## src/rtl/conv_pkg.sv

```systemverilog
// conv_pkg: shared constants, state encoding and coefficient map for the conv MAC layers
package conv_pkg;
    localparam int KERNEL_SIZE = 4;
    localparam logic [2:0] W_ADDR_BIAS = 3'd4;
    typedef enum logic [1:0] {IDLE, MAC, ROUND, HOLD} mac_state_t;
endpackage

```

## src/rtl/dilated_tap_mac_if.sv

```systemverilog
// dilated_tap_mac_if: window input, coefficient write port and result output of one MAC channel
interface dilated_tap_mac_if
    import conv_pkg::*;
#(parameter int W = 16);
    logic                in_valid, in_ready, w_we, out_valid, out_ready;
    logic signed [W-1:0] taps [KERNEL_SIZE];
    logic signed [W-1:0] w_data, out;
    logic [2:0]          w_addr;
    modport master(output in_valid, taps, w_we, w_addr, w_data, out_ready,
                   input in_ready, out_valid, out);
    modport slave(input in_valid, taps, w_we, w_addr, w_data, out_ready,
                  output in_ready, out_valid, out);
endinterface

```

## src/rtl/round_saturate.sv

```systemverilog
// round_saturate: fixed-point round half toward +inf, then clamp to a signed W-bit result
module round_saturate #(
    parameter int ACC_W = 35,
    parameter int W     = 16,
    parameter int FRAC  = 8
) (
    input  logic signed [ACC_W-1:0] acc,
    output logic signed [W-1:0]     out
);
    // (2**FRAC)/2 collapses to zero when FRAC=0, so no rounding add in that case
    localparam logic signed [ACC_W-1:0] RND  = ACC_W'((2**FRAC) / 2);
    localparam logic signed [ACC_W-1:0] MAXV = ACC_W'(2**(W-1) - 1);
    localparam logic signed [ACC_W-1:0] MINV = -MAXV - 1;
    logic signed [ACC_W-1:0] r;
    always_comb begin
        r = (acc + RND) >>> FRAC;
        out = r > MAXV ? MAXV[W-1:0] : r < MINV ? MINV[W-1:0] : r[W-1:0];
    end
endmodule

```

## src/rtl/dilated_tap_mac.sv

```systemverilog
// dilated_tap_mac: serial 4-tap MAC with bias, rounding and saturation, valid/ready on both sides
module dilated_tap_mac
    import conv_pkg::*;
#(
    parameter int W     = 16,
    parameter int FRAC  = 8,
    parameter int ACC_W = 2*W+3
) (
    input logic clk,
    input logic rst,
    dilated_tap_mac_if.slave bus
);
    mac_state_t                state, state_d;
    logic signed [W-1:0]       coef [KERNEL_SIZE+1];
    logic signed [W-1:0]       tap_q [KERNEL_SIZE];
    logic signed [W-1:0]       w_q [KERNEL_SIZE];
    logic signed [ACC_W-1:0]   acc, bias_ext;
    logic signed [2*W-1:0]     prod;
    logic signed [W-1:0]       rs_out, out_q;
    logic [1:0]                k;
    logic                      out_valid_q, accept;

    assign accept   = bus.in_valid && state == IDLE;
    assign bias_ext = ACC_W'(coef[W_ADDR_BIAS]) <<< FRAC;
    assign prod     = tap_q[k] * w_q[k];

    assign bus.in_ready  = state == IDLE;
    assign bus.out_valid = out_valid_q;
    assign bus.out       = out_q;

    round_saturate #(.ACC_W(ACC_W), .W(W), .FRAC(FRAC)) u_rs (.acc(acc), .out(rs_out));

    always_comb begin
        state_d = state;
        state_d = state == IDLE  ? (bus.in_valid ? MAC : IDLE) :
                  state == MAC   ? (k == 2'(KERNEL_SIZE-1) ? ROUND : MAC) :
                  state == ROUND ? HOLD :
                  (bus.out_ready ? IDLE : HOLD);
    end

    always_ff @(posedge clk or negedge rst)
        if (!rst) state <= IDLE;
        else      state <= state_d;

    // coefficients are read before this edge's write lands, so a write on the accept edge misses this window
    always_ff @(posedge clk or negedge rst) begin
        if (!rst) begin
            coef        <= '{default: '0};
            tap_q       <= '{default: '0};
            w_q         <= '{default: '0};
            acc         <= '0;
            k           <= '0;
            out_q       <= '0;
            out_valid_q <= 1'b0;
        end else begin
            if (bus.w_we && bus.w_addr <= W_ADDR_BIAS) coef[bus.w_addr] <= bus.w_data;
            if (accept) begin
                tap_q <= bus.taps;
                for (int i = 0; i < KERNEL_SIZE; i++) w_q[i] <= coef[i];
                acc <= bias_ext;
                k   <= '0;
            end
            if (state == MAC) begin
                acc <= acc + ACC_W'(prod);
                k   <= k + 2'd1;
            end
            if (state == ROUND) begin
                out_q       <= rs_out;
                out_valid_q <= 1'b1;
            end
            if (state == HOLD && bus.out_ready) out_valid_q <= 1'b0;
        end
    end
endmodule
```

## src/flat_wrapper.sv

```systemverilog
// flat-port wrapper written by rule: the top's interface ports become plain ports
module dilated_tap_mac_flat import conv_pkg::*;
#(
    parameter int W     = 16,
    parameter int FRAC  = 8,
    parameter int ACC_W = 2*W+3
)
  (clk, rst, bus_in_valid, bus_taps, bus_w_we, bus_w_addr, bus_w_data, bus_out_ready, bus_in_ready, bus_out_valid, bus_out);
  dilated_tap_mac_if #(.W(W)) bus_i ();
  input logic clk;
  input logic rst;
  input wire logic [$bits(bus_i.in_valid)-1:0] bus_in_valid;
  input wire logic [$bits(bus_i.taps)-1:0] bus_taps;
  input wire logic [$bits(bus_i.w_we)-1:0] bus_w_we;
  input wire logic [$bits(bus_i.w_addr)-1:0] bus_w_addr;
  input wire logic [$bits(bus_i.w_data)-1:0] bus_w_data;
  input wire logic [$bits(bus_i.out_ready)-1:0] bus_out_ready;
  output wire logic [$bits(bus_i.in_ready)-1:0] bus_in_ready;
  output wire logic [$bits(bus_i.out_valid)-1:0] bus_out_valid;
  output wire logic [$bits(bus_i.out)-1:0] bus_out;
  assign bus_i.in_valid = bus_in_valid;
  assign bus_i.taps = {>>{bus_taps}};
  assign bus_i.w_we = bus_w_we;
  assign bus_i.w_addr = bus_w_addr;
  assign bus_i.w_data = bus_w_data;
  assign bus_i.out_ready = bus_out_ready;
  assign bus_in_ready = bus_i.in_ready;
  assign bus_out_valid = bus_i.out_valid;
  assign bus_out = bus_i.out;
  dilated_tap_mac #(.W(W), .FRAC(FRAC), .ACC_W(ACC_W)) u_core (.clk(clk), .rst(rst), .bus(bus_i));
endmodule
```

## config.mk

```make
export PLATFORM = sky130hd
export DESIGN_NAME = dilated_tap_mac_flat
export DESIGN_NICKNAME = d
export VERILOG_FILES = /design/src/rtl/conv_pkg.sv /design/src/rtl/dilated_tap_mac_if.sv /design/src/rtl/round_saturate.sv /design/src/rtl/dilated_tap_mac.sv /design/src/flat_wrapper.sv
export SDC_FILE = /design/constraint.sdc
export NUM_CORES = 1
export LEC_CHECK = 0
export ABC_AREA = 1
export BUFFER_PORTS_ARGS = -buffer_cell sky130_fd_sc_hd__buf_4
export CORE_MARGIN = 3
export CORE_UTILIZATION = 60
export CTS_CLUSTER_DIAMETER = 80
export DETAILED_ROUTE_END_ITERATION = 10
export PLACE_DENSITY = 0.78
export SLEW_MARGIN = 10
export SYNTH_ARGS = -nofsm -noshare
export SYNTH_HDL_FRONTEND = slang
export SYNTH_SLANG_ARGS = --single-unit
```

## constraint.sdc

```tcl
create_clock -name clk -period 18.6 [get_ports clk]
set_input_delay 3.72 -clock clk [delete_from_list [all_inputs] [get_ports clk]]
set_output_delay 3.72 -clock clk [all_outputs]
set_load 0.005 [all_outputs]
```

Word-level counts from Yosys, hierarchy flattened --
Index checks and enable logic that the tools add are counted.
Cells by class: $add $sub $neg 3, $mul 1, $lt $le $gt $ge 6, eq/ne operators 4, multiplexer cells 23, bitwise gates (word level) 2, reductions and logical operators 7
Operator list (number):
- $mux W16 | 7
- $bwmux W80 | 1
- $mux W35 | 2
- $bmux W16 S2 | 2
- $demux W16 S3 | 1
- $add A35 B32 Y35 | 1
- $add A35 B9 Y35 const B | 1
- $mul A16 B16 Y32 | 1
- $gt A27 B16 Y1 const B | 1
- $lt A27 B16 Y1 const B | 1
- $mux W2 | 7
- $eq A2 B2 Y1 const B | 3
- $ge A4 B4 Y1 const B | 1
- $logic_and A1 B1 Y1 | 4
- $lt A4 B1 Y1 const B | 1
- $not A3 Y4 | 1
- $reduce_bool A2 Y1 | 2
- $ge A3 B3 Y1 const B | 1
- $le A3 B3 Y1 const B | 1
- $mux W1 | 3
- $not A2 Y3 | 1
- $add A2 B1 Y2 const B | 1
- $eq A2 B1 Y1 const B | 1
- $logic_not A2 Y1 | 1
Storage, ports and cells: register bits 264, input port bits 88, output and inout bits 18, logic and storage cells 64

Longest topological paths before layout --
Gate-level depths: netlist of run 1.
word-level depth 7, depth in mapped cells 33, depth with buffers taken out 31

Modules after synthesis --
A second synthesis of run 1 with hierarchy kept.
Unflattened totals: cell total of the unflattened synthesis 3008, area total of the unflattened synthesis 24582.3 um^2
By module, submodules not included:
- dilated_tap_mac | instances 1, cells each 2794, area each 23472.5 um^2, seq. area each 6606.3 um^2
- round_saturate | instances 1, cells each 214, area each 1109.8 um^2, seq. area each 0.0 um^2

Worst setup path after synthesis of run 1 --
No wires, ideal clock.
path type register -> register, from register u_core.k[0], to register u_core.acc[33], arrival time 6.418 ns, required time 18.482 ns, setup slack 12.064 ns, cell stages (with the launch flop) 24, buffers on the path 1, clock period less this slack 6.536 ns, cells stage by stage dfrtp_1 inv_2 clkbuf_1 nand2_1 a32oi_2 inv_1 nor2_1 fa_1 fa_1 fa_1 fa_1 fa_1 inv_1 fa_1 inv_1 ha_1 nand2_1 nor2_1 nand4_1 or2_2 nand2_1 nand2_1 nand3_1 nand2_1
On the way: cells in the longest elaborated chain, start to end 7
Ends and longest elaborated chain:
- start, declared | line dilated_tap_mac.sv:20 | logic [1:0] k;
- start signal, assigned | line dilated_tap_mac.sv:65 | k <= k + 2'd1;
- $not A2 Y3 (not written as such) * | line dilated_tap_mac.sv:25 | assign prod = tap_q[k] * w_q[k];
- $bmux W16 S2 | line dilated_tap_mac.sv:25
- $mux W16 (not written as such) (2 in a row) | line dilated_tap_mac.sv:25
- $mul A16 B16 Y32 * | line dilated_tap_mac.sv:25
- $add A35 B32 Y35 * | line dilated_tap_mac.sv:64 | acc <= acc + ACC_W'(prod);
- $mux W35 * | line dilated_tap_mac.sv:63 | if (state == MAC) begin
- end signal, assigned | line dilated_tap_mac.sv:60 | acc <= bias_ext;
- end signal, assigned | line dilated_tap_mac.sv:64
- end, declared | line dilated_tap_mac.sv:17 | logic signed [ACC_W-1:0] acc, bias_ext;
Mark *: on every way between the ends. The rest lies on a longest branch, timed or not. The select of a mux whose other input is x is not followed. A chain may end at the register's enable or synchronous reset.

Worst setup path after layout of run 1 --
from register u_core.k[0], to register u_core.acc[24]
Same word-level chain as after synthesis.

==> results of run 1 <==
-- metal layers --
layer	wire, µm	track usage (%)	vias to the layer above
met5	0	0	-
met2	30350	53.11	835
met1	27440	46.40	9419
met4	2106	9.907	0
li1	-	-	8767
met3	5631	5.762	162
-- worst max-delay path by stage --
stage                           start        endpoint
after floorplan           u_core.k[0]  u_core.acc[33]
final                     u_core.k[0]  u_core.acc[24]
after global routing      u_core.k[0]  u_core.acc[25]
after CTS                 u_core.k[1]  u_core.acc[33]
after global placement    u_core.k[1]  u_core.acc[33]
after detailed placement  u_core.k[1]  u_core.acc[33]
-- cells by family (layout without fill, tap and decap cells) --
kind of cell               Yosys count  in the layout  synth area share (%)
and+or+nand+nor                   1260           1260                 21.02
buffers and inverters              595            686                 9.695
adders and majority gates          416            416                 32.14
AOI/OAI and AO/OA                  292            292                 7.570
DFF                                264            264                 28.19
xor gates and xnor gates            37             37                 1.383
-- final cells by class --
type,instances,area (µm²)
inverter,499,1876
clock buffer,40,838.3
clock inverter,15,279.0
fill,3125,12300
tap,511,639.4
sequential,264,6608
multi-input combinational,2005,14570
timing repair buffer,132,998.5
-- state kept, by name, indices dropped and copies added (netlist names) --
register,flops
u_core.bus.out_valid,1
u_core.state,2
u_core.k,2
u_core.coef,64
u_core.bus.out,16
u_core.bias_ext,16
u_core.tap_q,64
u_core.w_q,64
u_core.acc,35
-- through the flow --
| stage | hold WS (ps) | instance area, µm² |
|---|---|---|
| after detailed placement | 451.1 | 24680 |
| after CTS | 465.8 | 25800 |
| final | 465.6 | 25810 |
| after global placement | 449.6 | 24680 |
| after floorplan | 442.2 | 23440 |
| after global routing | 487.8 | 25810 |
-- placed cells by master, fill, tap and decap left out, types with 7 or more instances in the layout --
| cell type | n |
|---|---|
| xnor2_1 | 12 |
| buf_4 | 130 |
| xor2_1 | 25 |
| a32oi_1 | 23 |
| nand2_2 | 11 |
| a32oi_2 | 7 |
| dfrtp_1 | 263 |
| a21oi_1 | 79 |
| fa_1 | 310 |
| nor2_1 | 252 |
| a21oi_2 | 10 |
| inv_1 | 490 |
| a21o_1 | 9 |
| ha_1 | 106 |
| nand2_1 | 917 |
| o21ai_0 | 134 |
| clkbuf_16 | 30 |
| o21bai_1 | 7 |
| nand3_1 | 54 |
-- critical path, cell delays in order (launching register included) --
cell     delay [ps]
dfrtp_2         420
inv_2           110
buf_4           510
nand2_1         160
a32oi_1         670
inv_1           520
nor2_1          270
fa_1            470
fa_1            530
fa_1            540
fa_1            550
fa_1            550
inv_1            60
fa_1            600
inv_1            70
ha_1            360
nand2_1          90
inv_1            80
nand3_1         120
nor2_1          280
nand4_1         190
nand3_1         180
nand2_1          80
nand2_1          80
a21oi_1          60
o21ai_0         160
nand3_1         110
==> impl_metrics.toml, run 1 <==
[setup_path]
cp.arrival_ps = 8450
crit_fanout = 56
r2r_cells = 26
cp.required_ps = 19040
r2r-start = "u_core.k[0]"
worstReg2RegEnd = "u_core.acc[24]"
cp-end-kind = "flip-flop"
startpoint_type = "flip-flop"
r2r_slack_ps = 10600
criticalPathCategory = "flip-flop to flip-flop"

[drt]
postRouteAntennaNets = 0
first_pass_iters = 6
detail_route.vias_per_cell = 5.535
drt-total-wl_um = 65520
drcViolationCount = 0
drt_iter0_drc = 1784
routedWlPerCell_um = 18.90
num_vias = 19180

[sta]
period_needed_ps = 8003
slew_viol_final = 0
fin_worst_skew_ps = 34.24
maxSlewHeadroom_pct = 18.08
setup_violations = 0
timing.setup.tns_ps = 0
finalHoldViolCount = 0
post-route-period-util_pct = 43.02
tightestPinTransition_ps = 1226
clock.fmax_mhz = 125.0
finalWorstSetupSlack_ps = 10600
rsz0062_at_grt = "no"

[floorplanning]
ios = 106
core-area_um2 = 38110
std_cell_rows = 71
die_height_um = 203.6
fp.dieArea_um2 = 41470
start_util_pct = 61.50
die_w_um = 203.6

[finish]
final_core_util_pct = 67.71
area_growth_pct = 10.11
drive_gt1_share_pct = 7.851
fin_cells = 3466
fin_nets = 3436
num_antenna_cells = 0

[global_routing]
track_usage_pct = 32.95
antenna_found_initial = 0
grt_pass1_wl_um = 107700
overflow = 0
grt_max_degree = 125
grt_pass1_vias = 20230

[clocking]
insertion_delay_ps = 580
clk_pin_slew_worst_paths_ps = 60
cts_sinks = 264
postCtsSetupBuffers = 0
cts_hold_buffers = 0
clock_path_buffers = 3
h-tree-depth = 1
clock-root-buffer = "clkbuf_16"
tritoncts = "built"
cts_inserted_buffers = 30
cts_resized = 0

[synth]
syn_inst = 2864
synth_top_area_share_pct = 28.19
synth.top_cells.by_area = "dfrtp_1 (28%), fa_1 (26%), nand2_1 (15%)"
ys_seq_area_share_pct = 28.19
synth.most_common_cell = "nand2_1"
synth_edf_count = 0
synth_fp_nets = 3368
synthFlopType = "dfrtp_1"
synth_area_um2 = 23440
yosys.area.top_type = "dfrtp_1"
synthArstFlopShare_pct = 100.0
synth-warning-count = 0
ys_seq_elements = 264
synth.distinct_cells = 44
synth_top_cells_by_count = "nand2_1 (918), inv_1 (490), fa_1 (310)"
syn_area_per_cell_um2 = 8.183

[run]
drv_cap = 0

[placement]
hpwl_um = 50060
place_congestion = 1.036
pre_cts_slack_ps = 10640
port_buffers = 105
dp_cells = 3410

[worst_hold_path]
hold_path_class = "flip-flop to flip-flop"
hold_start = "u_core.coef[58]"
whs_endpoint = "u_core.w_q[42]"
hold_depth = 2

[outcome]
status = "completed"
Power of run 1 is left out: the tool's default activity adds up to more than one toggle a clock period on the data nets, which glitch-free logic cannot reach.
==> inputs of run 2 (changes only) <==
Settings changed: CORE_UTILIZATION 60 to 58, PLACE_DENSITY 0.78 to 0.79.
Clock period 18.6 ns to 7 ns, I/O delays scaled along.
==> impl_metrics.toml, run 2 (synthesis gave the netlist of run 1 again) <==
[finish]
largestRegisters = "u_core.coef x64, u_core.tap_q x64, u_core.w_q x64"
area_growth_pct = 15.31
fin_cells = 3565
num_antenna_cells = 0
fin_nets = 3522
layout_commonest_cell = "nand2_1"
drive_gt1_share_pct = 13.19
design_area_um2 = 27020
final_cell_mix = "nand2_1 (917), inv_1 (479), fa_1 (302)"

[global_routing]
grt_pass1_wl_um = 107300
met1_usage_pct = 43.11
use_met2_pct = 49.53
overflow = 0
grt_max_degree = 141
antenna_found_initial = 2
grt_pass1_vias = 20320
track_usage_pct = 31.29
grt-busiest-layer = "met2"
use_met3_pct = 6.406

[floorplanning]
std_cell_rows = 73
die_height_um = 207.0
die_w_um = 207.0
fp.dieArea_um2 = 42860
core-area_um2 = 39820
ios = 106
start_util_pct = 58.85

[clocking]
h-tree-depth = 1
clock-root-buffer = "clkbuf_16"
cts_inserted_buffers = 29
clock_path_buffers = 3
insertion_delay_ps = 570
cts_sinks = 264
cts_hold_buffers = 0
clk_pin_slew_worst_paths_ps = 60
tritoncts = "built"

[setup_path]
cp.arrival_ps = 7200
r2r_cells = 28
cpPeakStageDelay_ps = 650
r2r-start = "u_core.k[0]"
worstReg2RegEnd = "u_core.acc[33]"
cp.required_ps = 7450
cp-end-kind = "flip-flop"
r2r_slack_ps = 250
criticalPathCategory = "flip-flop to flip-flop"
crit_path_frequent_cell = "inv_1"
cpMaxStageDelayCell = "fa_2"
startpoint_type = "flip-flop"
crit_fanout = 24

[sta]
post-route-period-util_pct = 96.46
clock.fmax_mhz = 148.1
slew_viol_final = 0
finalHoldViolCount = 0
setup_violations = 0
fin_worst_skew_ps = 9.941
hold-worst-slack_ps = 468.8
period_needed_ps = 6752
timing.setup.tns_ps = 0
tightestPinTransition_ps = 1140
maxSlewHeadroom_pct = 23.84

[outcome]
status = "completed"

[placement]
placed_area_um2 = 25160
port_buffers = 105
hpwl_um = 51600
place_congestion = 1.024
dp_cells = 3476

[drt]
detail_route.vias_per_cell = 5.556
first_pass_iters = 7
num_vias = 19810
drcViolationCount = 0
routedWlPerCell_um = 19.16
postRouteAntennaNets = 0
drt-total-wl_um = 68310
drt_iter0_drc = 1819

[worst_hold_path]
hold_path_class = "flip-flop to flip-flop"
hold_start = "u_core.coef[72]"
hold_depth = 2
whs_endpoint = "u_core.w_q[56]"

[run]
drv_cap = 0
-- run 2: changes by cell type in the layout (fill, tap and decap cells not counted), moves of 7 or more --
cell | before | now
ha_1 | 106 | 98
fa_1 | 310 | 302
buf_12 | 0 | 7
nor2_4 | 5 | 12
a32oi_1 | 23 | 10
nor2_2 | 3 | 16
o21ai_0 | 134 | 126
a32oi_2 | 7 | 16
buf_6 | 0 | 7
inv_1 | 490 | 479
nor2_1 | 252 | 232
fa_2 | 0 | 8
buf_4 | 130 | 197
-- run 2: cell type report --
| class | count | area [µm²] |
|---|---|---|
| Inverter | 499 | 1909 |
| Clock inverter | 17 | 247.7 |
| Tap cell | 525 | 656.9 |
| Sequential cell | 264 | 6608 |
| Fill cell | 3244 | 12800 |
| Timing Repair Buffer | 219 | 1864 |
| Multi-Input combinational cell | 2005 | 14950 |
| Clock buffer | 36 | 792.0 |
-- run 2: critical path: cells and delay by family, from the launching register on --
| kind | cells | cell delay, ps |
|---|---|---|
| fa+ha+maj | 7 | 3530 |
| buf+inv | 11 | 1190 |
| flops | 1 | 450 |
| simple gates | 9 | 1210 |
| compound gates | 1 | 230 |
-- run 2: what timing repair did --
item | in CTS | in global routing
pin swaps | 0 | 14
gates cloned | 0 | 7
resized for setup | 7 | 109
buffers inserted | 0 | 29
endpoints found under the hold margin | 0 | 0
setup endpoints to repair | 4 | 22
-- run 2: layer usage --
layer  wire length, µm  part of all wire, %
met5                20                0.029
met4              3004                  4.4
met3              6074                  8.9
met2             31470                   46
met1             27740                   41
-- run 2: per-stage QoR --
| stage | worst slack, ps | util [%] |
|---|---|---|
| 2_1_floorplan | 464.2 | - |
| 3_3_place_gp | 3.983 | 63.19 |
| 3_5_place_dp | -51.18 | 63.19 |
| 4_1_cts | 15.57 | 65.88 |
| 5_1_grt | -43.07 | 67.86 |
| 6_report | 247.6 | 67.86 |
-- run 2: how the worst max path moves through the flow --
stage                           endpoint  slack [ps]  cells after the start         from
after CTS                 u_core.acc[21]          20                     28  u_core.k[1]
after global placement    u_core.acc[24]           4                     28  u_core.k[0]
after detailed placement  u_core.acc[21]         -50                     27  u_core.k[1]
after global routing      u_core.acc[34]         -40                     28  u_core.k[0]
final                     u_core.acc[33]         250                     28  u_core.k[0]
after floorplan           u_core.acc[33]         460                     23  u_core.k[0]
Power of run 2 is left out for the same reason.
